===== src/rtl/insn_fetch_queue_pkg.sv =====
// Shared widths and types for the instruction fetch front end.
// An entry pairs a returned instruction word with the PC it was fetched from.
package insn_fetch_queue_pkg;

    localparam int INSN_ADDR_WIDTH = 32;
    localparam int INSN_WIDTH      = 32;
    localparam int FETCH_DEPTH     = 4;

    typedef logic [INSN_ADDR_WIDTH-1:0] insn_addr_t;
    typedef logic [INSN_WIDTH-1:0]      insn_t;

    typedef struct packed {
        insn_t      insn;
        insn_addr_t pc;
    } fetch_entry_t;

    function automatic int fetch_count_width(input int depth);
        return $clog2(depth) + 1;
    endfunction

endpackage


===== src/rtl/insn_fetch_queue_fifo.sv =====
// Synchronous FIFO of fetch entries with synchronous clear and async reset.
// Clear wins over push/pop; pop on empty and push on full are ignored.
module insn_fetch_queue_fifo
    import insn_fetch_queue_pkg::*;
#(
    parameter int DEPTH = FETCH_DEPTH
) (
    input  logic                 clk,
    input  logic                 rst,
    input  logic                 clear,
    input  logic                 push,
    input  fetch_entry_t         push_data,
    input  logic                 pop,
    output fetch_entry_t         head_data,
    output logic [$clog2(DEPTH):0] count
);

    localparam int PTR_W = $clog2(DEPTH);
    localparam int CNT_W = PTR_W + 1;

    fetch_entry_t     mem_q [DEPTH];
    logic [PTR_W-1:0] head_q, head_d;
    logic [PTR_W-1:0] tail_q, tail_d;
    logic [CNT_W-1:0] count_q, count_d;
    logic             do_push, do_pop;

    always_comb begin
        do_pop  = pop && (count_q != '0) && !clear;
        do_push = push && (count_q != CNT_W'(DEPTH)) && !clear;
        head_d  = head_q;
        tail_d  = tail_q;
        count_d = count_q;
        if (clear) begin
            head_d  = '0;
            tail_d  = '0;
            count_d = '0;
        end else begin
            // DEPTH is a power of two, so pointer overflow is the modulo wrap.
            if (do_pop)  head_d = head_q + PTR_W'(1);
            if (do_push) tail_d = tail_q + PTR_W'(1);
            if (do_push && !do_pop)      count_d = count_q + CNT_W'(1);
            else if (do_pop && !do_push) count_d = count_q - CNT_W'(1);
        end
    end

    always_ff @(posedge clk or posedge rst) begin
        if (rst) begin
            head_q  <= '0;
            tail_q  <= '0;
            count_q <= '0;
        end else begin
            head_q  <= head_d;
            tail_q  <= tail_d;
            count_q <= count_d;
        end
    end

    always_ff @(posedge clk) begin
        if (do_push) mem_q[tail_q] <= push_data;
    end

    assign head_data = mem_q[head_q];
    assign count     = count_q;

endmodule


===== src/rtl/insn_fetch_queue.sv =====
// Prefetching fetch front end: owns the fetch PC, issues reads while queue credit
// remains, buffers responses in a FIFO and flushes everything on redirect.
module insn_fetch_queue
    import insn_fetch_queue_pkg::*;
#(
    parameter int         DEPTH    = FETCH_DEPTH,
    parameter insn_addr_t RESET_PC = '0
) (
    input  logic                   clk,
    input  logic                   rst,
    output insn_addr_t             insnAddr,
    output logic                   fetchEnable,
    input  insn_t                  insn,
    input  logic                   redirect,
    input  insn_addr_t             redirectAddr,
    output logic                   deqValid,
    output insn_t                  deqInsn,
    output insn_addr_t             deqPC,
    input  logic                   deqReady,
    output logic [$clog2(DEPTH):0] count
);

    localparam int CNT_W = $clog2(DEPTH) + 1;

    insn_addr_t   fetch_pc_q, fetch_pc_d;
    insn_addr_t   inflight_pc_q, inflight_pc_d;
    logic         inflight_valid_q, inflight_valid_d;
    logic [CNT_W:0] demand;
    logic         push, pop;
    fetch_entry_t push_data, head;

    always_comb begin
        // Credit counts the outstanding read but never a same-cycle pop.
        demand        = {1'b0, count} + {{CNT_W{1'b0}}, inflight_valid_q};
        fetchEnable   = !redirect && (demand < (CNT_W+1)'(DEPTH));
        push          = inflight_valid_q && !redirect;
        pop           = deqValid && deqReady && !redirect;
        push_data     = '{insn: insn, pc: inflight_pc_q};

        fetch_pc_d       = fetch_pc_q;
        inflight_pc_d    = inflight_pc_q;
        inflight_valid_d = fetchEnable;
        if (redirect) begin
            fetch_pc_d = redirectAddr;
        end else if (fetchEnable) begin
            fetch_pc_d    = fetch_pc_q + 1'b1;
            inflight_pc_d = fetch_pc_q;
        end
    end

    always_ff @(posedge clk or posedge rst) begin
        if (rst) begin
            fetch_pc_q       <= RESET_PC;
            inflight_pc_q    <= '0;
            inflight_valid_q <= 1'b0;
        end else begin
            fetch_pc_q       <= fetch_pc_d;
            inflight_pc_q    <= inflight_pc_d;
            inflight_valid_q <= inflight_valid_d;
        end
    end

    insn_fetch_queue_fifo #(.DEPTH(DEPTH)) u_fifo (
        .clk       (clk),
        .rst       (rst),
        .clear     (redirect),
        .push      (push),
        .push_data (push_data),
        .pop       (pop),
        .head_data (head),
        .count     (count)
    );

    assign insnAddr = fetch_pc_q;
    assign deqValid = (count != '0);
    assign deqInsn  = head.insn;
    assign deqPC    = head.pc;

endmodule


===== config.mk =====
export PLATFORM = sky130hd
export DESIGN_NAME = insn_fetch_queue
export DESIGN_NICKNAME = d
export VERILOG_FILES = /design/src/rtl/insn_fetch_queue_pkg.sv /design/src/rtl/insn_fetch_queue_fifo.sv /design/src/rtl/insn_fetch_queue.sv
export SDC_FILE = /design/constraint.sdc
export NUM_CORES = 1
export LEC_CHECK = 0
export ABC_AREA = 0
export CAP_MARGIN = 20
export CORE_ASPECT_RATIO = 1.2
export CORE_MARGIN = 5
export CORE_UTILIZATION = 59
export CTS_CLUSTER_SIZE = 20
export DETAILED_ROUTE_END_ITERATION = 8
export PLACE_DENSITY = 0.95
export SLEW_MARGIN = 30
export SYNTH_ARGS = -nofsm -noshare
export SYNTH_HDL_FRONTEND = slang
export SYNTH_SLANG_ARGS = --single-unit

===== constraint.sdc =====
create_clock -name clk -period 6.4 [get_ports clk]
set_input_delay 1.28 -clock clk [delete_from_list [all_inputs] [get_ports clk]]
set_output_delay 1.28 -clock clk [all_outputs]
set_load 0.02 [all_outputs]

==> results of run 1 <==
[per-stage QoR]
stage | hold slack [ns] | cell area, sq um | utilization
after floorplan | 0.472 | 12900 | -
after global placement | 0.482 | 14800 | 0.684
after detailed placement | 0.504 | 14900 | 0.689
after CTS | 0.518 | 15900 | 0.737
after global routing | 0.537 | 16000 | 0.738
final | 0.514 | 16000 | 0.738
[sequential cells by signal, summed over array words and instances, names as in the netlist]
signal,count
u_fifo.mem_q,256
u_fifo.head_q,2
inflight_valid_q,1
inflight_pc_q,32
u_fifo.count,3
u_fifo.tail_q,2
insnAddr,32
[metal layers]
layer,track usage,vias up,wire (microns)
met1,0.303,3691,10400
met5,0,-,0
li1,-,3159,-
met4,0.0442,0,402
met2,0.374,346,13900
met3,0.0277,31,1860
[cell usage after synthesis, types with 2 or more instances]
library cell / number / area [sq um]
ha_1: 5 / 62.6
buf_6: 4 / 45.0
and4_1: 6 / 52.6
nand3_1: 18 / 90.1
mux4_2: 64 / 1440
and2_1: 6 / 37.5
nor3_1: 4 / 20.0
edfxtp_1: 256 / 7690
clkbuf_1: 19 / 71.3
a21oi_1: 2 / 10.0
a31oi_1: 15 / 93.8
o211ai_1: 5 / 37.5
o311a_1: 2 / 20.0
nand4_1: 17 / 106
mux2i_1: 2 / 20.0
xnor2_1: 8 / 70.1
o21ai_0: 14 / 70.1
or4_1: 20 / 150
xor2_1: 5 / 43.8
mux2_2: 32 / 360
dfrtp_1: 72 / 1800
buf_2: 2 / 10.0
nor2_1: 25 / 93.8
nand2_1: 29 / 109
inv_1: 10 / 37.5
and3_1: 5 / 31.3
buf_1: 11 / 41.3
o31ai_1: 12 / 90.1
[worst max-delay path: stages]
cell and delay, ns:
clkdlybuf4s50_1 0.39, buf_4 0.27, nor2_4 0.14, buf_4 0.43, clkdlybuf4s50_1 0.71
[kinds of logic (layout without fill, tap and decap cells)]
kind of cell / Yosys count / in the layout / share of synthesized area
compound gates: 60 / 60 / 0.0320
mux: 98 / 98 / 0.141
simple gates: 138 / 138 / 0.0587
flops: 328 / 328 / 0.737
xor+xnor: 13 / 13 / 0.00884
fa+ha+maj: 6 / 6 / 0.00641
buf+inv: 47 / 245 / 0.0162
[power by group through the flow]
stage | clock network, uW | logic (uW) | registers [uW]
5_1_grt | 1930 | 2010 | 3110
2_1_floorplan | 0 | 1200 | 2960
6_report | 1810 | 1890 | 3060
4_1_cts | 1840 | 1890 | 3090
3_5_place_dp | 0 | 1880 | 3130
3_3_place_gp | 0 | 1770 | 3130
[how the worst max path moves through the flow]
stage	endpoint	slack (ns)	cells past startpoint
after floorplan	u_fifo.mem_q[0][0]	2.62	4
after global placement	fetchEnable	1.90	5
after detailed placement	fetchEnable	1.88	5
after CTS	fetchEnable	1.86	5
after global routing	fetchEnable	1.78	5
final	fetchEnable	1.88	5
[final cells by class]
class	count	area, sq um
Clock inverter	14	144
Multi-Input combinational cell	315	3200
Timing Repair Buffer	178	1850
Clock buffer	42	888
Fill cell	1230	5660
Tap cell	274	343
Inverter	11	41.3
Sequential cell	328	9500
[cell usage in the layout, fill, tap and decap left out, drive strengths merged, types with 14 or more instances in the layout]
cell           synthesis  final
a31oi                 16     16
clkbuf                19     42
clkdlybuf4s50          0    168
dfrtp                 72     72
edfxtp               256    256
mux2                  32     32
mux4                  64     64
nand2                 29     29
nand3                 18     18
nand4                 17     17
nor2                  25     25
o21ai                 14     14
or4                   21     21
==> flow_metrics.py, run 1 <==
metrics = {
    "pwr": {
        "leakage_uw": 0.00533,
        "power.switching_uw": 1960,
        "p_total_uw": 6760,
        "clkPwrFrac": 0.268,
        "power_per_cell_area_mw_per_mm2": 424,
        "swShare": 0.289,
        "seqPwrFrac": 0.453,
        "p_int_uw": 4810,
        "vdd_drop_max_mv": 0.289,
        "pwr-share-comb": 0.279,
    },
    "die": {
        "start_util": 0.596,
        "row_count": 59,
        "fp.coreArea_sq_mm": 0.0216,
        "die_w_microns": 145,
        "dieArea_sq_mm": 0.0249,
        "die_y_microns": 172,
        "ios": 169,
    },
    "grt": {
        "grt-ovfl-total": 0,
        "grt_use_total": 0.217,
        "antenna_found_initial": 0,
        "grt_pass1_wl_microns": 41800,
        "first_global_vias": 7400,
        "grt_max_degree": 66,
    },
    "logic_synthesis": {
        "synth_cells": 690,
        "synth-seq-cells": 328,
        "synth_cell_types": 48,
        "yosysSeqAreaShare": 0.737,
        "synth_area_sq_mm": 0.0129,
        "postSynthAreaPerCell_sq_um": 18.7,
        "synthArstFlopShare": 0.220,
        "synth_enable_flop_cells": 256,
        "synth_nets": 764,
        "yosysWarnings": 0,
        "synth_flop_cell": "edfxtp_1",
    },
    "critical_path": {
        "rr_worst_depth": 5,
        "worst_ep_arrival_time_ns": 3.24,
        "timing.rr.end": "insnAddr[28]",
        "crit_path_max_fanout": 46,
        "r2r-start": "insnAddr[0]",
        "rrSetupSlack_ns": 3.79,
        "cp.required_ns": 5.12,
        "critical_path_class": "input pin to output pin",
        "cp-end-kind": "output pin",
        "startpoint_type": "input pin",
        "critPathLaunch": "redirect",
    },
    "cts": {
        "cts_resized": 0,
        "root_buffer": "clkbuf_16",
        "cts_tree": "done",
        "cts.htree.levels": 1,
        "cts.path.max_buffers": 3,
        "clk_pin_slew_ns": 0.06,
        "clock_sink_count": 328,
        "post_cts_buffers": 0,
        "clock_latency_ns": 0.54,
        "numCtsBuffers": 30,
        "hold_buffers": 0,
    },
    "sta": {
        "timing.final.crit_period_ns": 4.52,
        "clock.fmax_mhz": 221,
        "setup_violations": 0,
        "finalHoldViolations": 0,
        "tightest_slew_ns": 0.721,
        "layout_setup_ws_ns": 1.88,
        "final_max_slew_viol_count": 0,
        "rsz0062_at_grt": "false",
        "finalCritPeriodShare": 0.706,
        "fin_skew_ns": 0.0100,
        "fin_setup_tns_ns": 0,
        "maxSlewHeadroom": 0.518,
    },
    "hold_path": {
        "holdCritStartpoint": "inflight_pc_q[25]",
        "min_path_type": "flip-flop to flip-flop",
        "min_path_cells": 0,
        "hold_path_end": "u_fifo.mem_q[1][25]",
    },
    "detailed_routing": {
        "vias": 7227,
        "routedWlPerCell_microns": 22.9,
        "wl_microns": 26600,
        "ant_nets": 0,
        "drt-vias-per-instance": 6.22,
        "drc": 0,
        "firstDrtPassIters": 5,
        "initialDrtViolationCount": 555,
    },
    "cells_and_area": {
        "final_cells": 1162,
        "area_growth_pct": 24.0,
        "num_antenna_cells": 0,
        "drive_gt1_frac": 0.186,
        "nets": 938,
    },
    "place": {
        "preCtsSetupSlack_ns": 1.88,
        "gp_congestion": 0.813,
        "place_inst": 1105,
        "numPortBuffers": 168,
        "dp_hpwl_microns": 16700,
    },
    "flow_run": {
        "drv_cap": 0,
    },
    "run_status": {
        "status": "completed",
    },
}
Power figures use the tool's default switching activity.
==> run 2, diff against run 1 <==
--- a/config.mk
+++ b/config.mk
@@ -9,10 +9,10 @@
 export CAP_MARGIN = 20
 export CORE_ASPECT_RATIO = 1.2
 export CORE_MARGIN = 5
-export CORE_UTILIZATION = 59
+export CORE_UTILIZATION = 50
 export CTS_CLUSTER_SIZE = 20
 export DETAILED_ROUTE_END_ITERATION = 8
-export PLACE_DENSITY = 0.95
+export PLACE_DENSITY = 0.88
 export SLEW_MARGIN = 30
 export SYNTH_ARGS = -nofsm -noshare
 export SYNTH_HDL_FRONTEND = slang
==> constraint.sdc (replaced) <==
create_clock -name clk -period 4 [get_ports clk]
set_input_delay 0.8 -clock clk [delete_from_list [all_inputs] [get_ports clk]]
set_output_delay 0.8 -clock clk [all_outputs]
set_load 0.02 [all_outputs]
==> run 2 against run 1 <==
Hold slack better by 0.0019 ns; clock power increased by 59%; sequential cell count did not move; combinational power grew 60%; total power is 60% higher; critical path depth decreased by 2; sequential share of layout area down 0.23 points; cell count up 5.5%.
==> flow_metrics.py, run 2 (synthesis results as in run 1) <==
metrics = {
    "run_status": {
        "status": "completed",
    },
    "cells_and_area": {
        "final_cells": 1226,
        "final_common_cell": "edfxtp_1",
        "drive_gt1_frac": 0.191,
        "nets": 945,
        "area_growth_pct": 24.4,
        "post-route-cell-area_sq_mm": 0.0160,
        "most-common-layout-cells": "edfxtp_1, clkdlybuf4s50_1, dfrtp_1, mux4_2, mux2_2",
        "top_register": "u_fifo.mem_q",
        "largest_reg_flops": 256,
        "nFillCells": 1784,
    },
    "sta": {
        "setup_violations": 0,
        "timing.final.crit_period_ns": 3.64,
        "final_max_slew_viol_count": 0,
        "fin_setup_tns_ns": 0,
        "tightest_slew_ns": 0.785,
        "rsz0062_at_grt": "false",
        "maxSlewHeadroom": 0.475,
        "finalHoldViolations": 0,
        "holdWs_ns": 0.516,
        "finalCritPeriodShare": 0.910,
        "fin_skew_ns": 0.0129,
        "clock.fmax_mhz": 275,
    },
    "cts": {
        "hold_buffers": 0,
        "clock_sink_count": 328,
        "numCtsBuffers": 31,
        "clk_pin_slew_ns": 0.06,
        "post_cts_buffers": 0,
        "cts.path.max_buffers": 3,
        "clock_latency_ns": 0.55,
        "cts_resized": 0,
        "cts_tree": "done",
        "root_buffer": "clkbuf_16",
        "cts.htree.levels": 1,
    },
    "detailed_routing": {
        "ant_nets": 0,
        "drc": 0,
        "initialDrtViolationCount": 496,
        "vias": 7238,
        "wl_microns": 27900,
        "drt-vias-per-instance": 5.90,
        "routedWlPerCell_microns": 22.8,
        "firstDrtPassIters": 6,
    },
    "die": {
        "ios": 169,
        "die_w_microns": 157,
        "dieArea_sq_mm": 0.0291,
        "die_y_microns": 186,
        "row_count": 64,
        "fp.coreArea_sq_mm": 0.0255,
        "start_util": 0.506,
    },
    "pwr": {
        "vdd_drop_max_mv": 0.446,
        "leakage_uw": 0.00534,
        "power_per_cell_area_mw_per_mm2": 674,
    },
    "place": {
        "dp_hpwl_microns": 18200,
        "gp_congestion": 0.791,
        "numPortBuffers": 168,
        "postPlaceCellArea_sq_mm": 0.0150,
        "place_inst": 1168,
    },
    "grt": {
        "grt_use_total": 0.192,
        "grt-ovfl-total": 0,
        "first_global_vias": 7570,
        "grt_max_degree": 58,
        "grt_pass1_wl_microns": 43200,
        "antenna_found_initial": 1,
    },
    "critical_path": {
        "rrSetupSlack_ns": 1.30,
        "cp-end-kind": "output pin",
        "worst_ep_arrival_time_ns": 2.84,
        "crit_path_max_fanout": 28,
        "critical_path_class": "flip-flop to output pin",
        "startpoint_type": "flip-flop",
        "cp.required_ns": 3.20,
    },
    "hold_path": {
        "min_path_type": "flip-flop to flip-flop",
    },
    "flow_run": {
        "drv_cap": 0,
    },
}
run 2: changes by cell type in the layout (fill, tap and decap cells not counted), moves of 2 or more:
cell / change
buf_16: -3
clkbuf_8: -3
clkbuf_1: +2
buf_12: +2
clkinv_2: +3
buf_4: +7
inv_2: -2
run 2: worst max-delay path, cell delays in order (launching register included):
cell             delay (ns)
dfrtp_4                0.81
buf_4                  0.37
mux4_2                 0.54
clkdlybuf4s50_1        0.56
run 2: final timing paths:
kind | startpoint | cells after the start | to
setup / recovery | u_fifo.head_q[0] | 3 | deqInsn[27]
hold / removal | inflight_pc_q[21] | 0 | u_fifo.mem_q[1][21]
min in group asynchronous | rst | 2 | inflight_pc_q[1]
max in group asynchronous | rst | 3 | insnAddr[31]
setup reg to reg | insnAddr[0] | 5 | insnAddr[22]
hold reg to reg | inflight_pc_q[21] | 0 | u_fifo.mem_q[1][21]
run 2: routing by layer:
| metal | GRT usage | vias to the layer above | routed length, microns |
|---|---|---|---|
| met2 | 0.338 | 309 | 14800 |
| met5 | 0 | - | 0 |
| met4 | 0.0490 | 0 | 555 |
| met1 | 0.253 | 3720 | 10900 |
| met3 | 0.0298 | 45 | 1700 |
| li1 | - | 3164 | - |
run 2: power by group:
group          internal, uW  switching, uW  leakage, uW
Clock                  1660           1210     0.000491
Combinational          1580           1450      0.00168
Sequential             4370            534      0.00317
run 2: cell type report:
cell class	instances	area (sq um)	area share
antenna	1	2.50	0.000156
clock buffer	40	830	0.0517
clock inverter	17	176	0.0110
inverter	11	46.3	0.00289
multi-input combinational	315	3200	0.200
sequential	328	9500	0.592
tap	330	413	0.0258
timing repair buffer	184	1860	0.116
run 2: metrics by stage:
stage / worst slack, ns / util / total power [uW]
after global routing: 0.144 / 0.630 / 11300
after global placement: 0.853 / 0.590 / 7940
final: 0.359 / 0.630 / 10800
after detailed placement: 0.840 / 0.590 / 8060
after CTS: 0.246 / 0.629 / 10900
after floorplan: 0.703 / - / 6650
==> run 3, diff against run 2 <==
--- a/config.mk
+++ b/config.mk
@@ -9,10 +9,10 @@
 export CAP_MARGIN = 20
 export CORE_ASPECT_RATIO = 1.2
 export CORE_MARGIN = 5
-export CORE_UTILIZATION = 50
+export CORE_UTILIZATION = 55
 export CTS_CLUSTER_SIZE = 20
 export DETAILED_ROUTE_END_ITERATION = 8
-export PLACE_DENSITY = 0.88
+export PLACE_DENSITY = 0.92
 export SLEW_MARGIN = 30
 export SYNTH_ARGS = -nofsm -noshare
 export SYNTH_HDL_FRONTEND = slang
==> constraint.sdc (replaced) <==
create_clock -name clk -period 3.9 [get_ports clk]
set_input_delay 0.78 -clock clk [delete_from_list [all_inputs] [get_ports clk]]
set_output_delay 0.78 -clock clk [all_outputs]
set_load 0.02 [all_outputs]
==> run 3 against run 2 <==
Utilization is 6.2 points higher; register-to-register slack better by 0.06 ns; critical path depth stayed put; sequential share of layout area is 0.10 points higher; setup slack better by 0.12 ns; sequential cell count stayed put; clock power is 3% higher; clock skew is 0.014 ns higher; combinational power is 4% higher.
==> flow_metrics.py, run 3 (synthesis results as in run 1) <==
metrics = {
    "run_status": {
        "status": "completed",
    },
    "critical_path": {
        "startpoint_type": "flip-flop",
        "critical_path_class": "flip-flop to output pin",
        "cp-end-kind": "output pin",
        "worst_ep_arrival_time_ns": 2.64,
        "cpPeakStageDelay_ns": 0.81,
        "r2r-start": "insnAddr[1]",
        "cp_slowest_cell": "dfrtp_4",
        "crit_path_max_fanout": 38,
        "critPathLaunch": "u_fifo.head_q[1]",
        "cp.required_ns": 3.12,
        "worstPathCellList": "buf_4, mux4_2, clkdlybuf4s50_1",
    },
    "detailed_routing": {
        "initialDrtViolationCount": 385,
        "ant_nets": 0,
        "drc": 0,
        "wl_met3_microns": 1550,
        "vias": 7010,
        "wl_met1_microns": 10500,
        "wl_microns": 26100,
        "met2_length_microns": 13500,
        "firstDrtPassIters": 5,
        "highest-signal-layer": "met4",
        "drt-vias-per-instance": 5.81,
        "routedWlPerCell_microns": 21.6,
    },
    "grt": {
        "grt-ovfl-total": 0,
        "grt_pass1_wl_microns": 41900,
        "antenna_found_initial": 0,
        "grt_max_degree": 50,
        "grt_use_total": 0.203,
        "first_global_vias": 7436,
    },
    "sta": {
        "layout_setup_ws_ns": 0.481,
        "fin_skew_ns": 0.0270,
        "finalHoldViolations": 0,
        "fin_setup_tns_ns": 0,
        "final_max_slew_viol_count": 0,
        "setup_violations": 0,
        "tightest_slew_ns": 0.698,
        "timing.final.crit_period_ns": 3.42,
        "rsz0062_at_grt": "false",
        "maxSlewHeadroom": 0.535,
        "clock.fmax_mhz": 292,
        "finalCritPeriodShare": 0.877,
    },
    "flow_run": {
        "drv_cap": 0,
    },
    "hold_path": {
        "holdCritStartpoint": "inflight_pc_q[7]",
        "min_path_type": "flip-flop to flip-flop",
    },
    "place": {
        "numPortBuffers": 168,
        "preCtsSetupSlack_ns": 0.990,
        "gp_congestion": 0.814,
        "place_inst": 1153,
        "postPlaceCellArea_sq_mm": 0.0150,
        "dp_hpwl_microns": 16800,
    },
    "cts": {
        "root_buffer": "clkbuf_16",
        "clock_latency_ns": 0.55,
        "cts.htree.levels": 1,
        "cts_tree": "done",
        "cts_resized": 0,
        "clock_sink_count": 328,
        "clk_pin_slew_ns": 0.07,
        "numCtsBuffers": 29,
        "post_cts_buffers": 0,
        "cts.path.max_buffers": 3,
        "hold_buffers": 0,
    },
    "cells_and_area": {
        "fin_util": 0.692,
        "top_register": "u_fifo.mem_q",
        "nFillCells": 1453,
        "regArea_sq_mm": 0.00950,
        "area_growth_pct": 24.2,
        "post-route-cell-area_sq_mm": 0.0160,
        "most-common-layout-cells": "edfxtp_1, clkdlybuf4s50_1, dfrtp_1, mux4_2, mux2_2",
        "final_common_cell": "edfxtp_1",
        "largest_reg_flops": 256,
        "nets": 943,
        "num_antenna_cells": 0,
        "final_cells": 1207,
        "drive_gt1_frac": 0.184,
        "multi_input_area_sq_mm": 0.00320,
    },
    "die": {
        "row_count": 61,
        "die_w_microns": 150,
        "die_y_microns": 178,
        "start_util": 0.557,
        "dieArea_sq_mm": 0.0266,
        "fp.coreArea_sq_mm": 0.0231,
        "ios": 169,
    },
    "pwr": {
        "vdd_drop_max_mv": 0.448,
        "leakage_uw": 0.00533,
        "power_per_cell_area_mw_per_mm2": 691,
    },
}
[run 3: final timing paths]
path | endpoint | slack, ns | depth (start not counted)
worst min register to register | u_fifo.mem_q[1][7] | 0.51 | 0
worst max register to register | insnAddr[30] | 1.36 | 5
max in group asynchronous | u_fifo.count[0] | 2.62 | 3
worst min-delay path | u_fifo.mem_q[1][7] | 0.51 | 0
min in group asynchronous | inflight_pc_q[5] | 0.64 | 2
worst max-delay path | deqInsn[21] | 0.48 | 3
[run 3: power breakdown]
| group | internal, uW | total (uW) | switching (uW) |
|---|---|---|---|
| Sequential | 4490 | 4950 | 459 |
| Clock | 1760 | 2950 | 1190 |
| Combinational | 1620 | 3160 | 1540 |
| Total | 7860 | 11100 | 3200 |
[run 3: final cells by class]
cell class | instances | area share
Clock buffer | 34 | 0.0465
Tap cell | 315 | 0.0246
Multi-Input combinational cell | 315 | 0.200
Clock inverter | 20 | 0.0154
Inverter | 11 | 0.00266
Timing Repair Buffer | 184 | 0.117
Sequential cell | 328 | 0.593
[run 3: routing by layer]
metal  vias up  track usage
met5         -            0
met4         0       0.0484
met3        43       0.0278
met2       251        0.350
met1      3559        0.279
li1       3157            -
[run 3: metrics by stage]
step / total power [uW] / hold slack (ns)
5_1_grt: 11600 / 0.537
3_3_place_gp: 8110 / 0.485
2_1_floorplan: 6830 / 0.472
6_report: 11100 / 0.515
3_5_place_dp: 8230 / 0.504
4_1_cts: 11200 / 0.519
[run 3: critical path: cells and delay by family (launching register included)]
kind                   cells  cell delay, ns
buffers and inverters      2            0.91
DFF                        1            0.81
muxes                      1            0.35
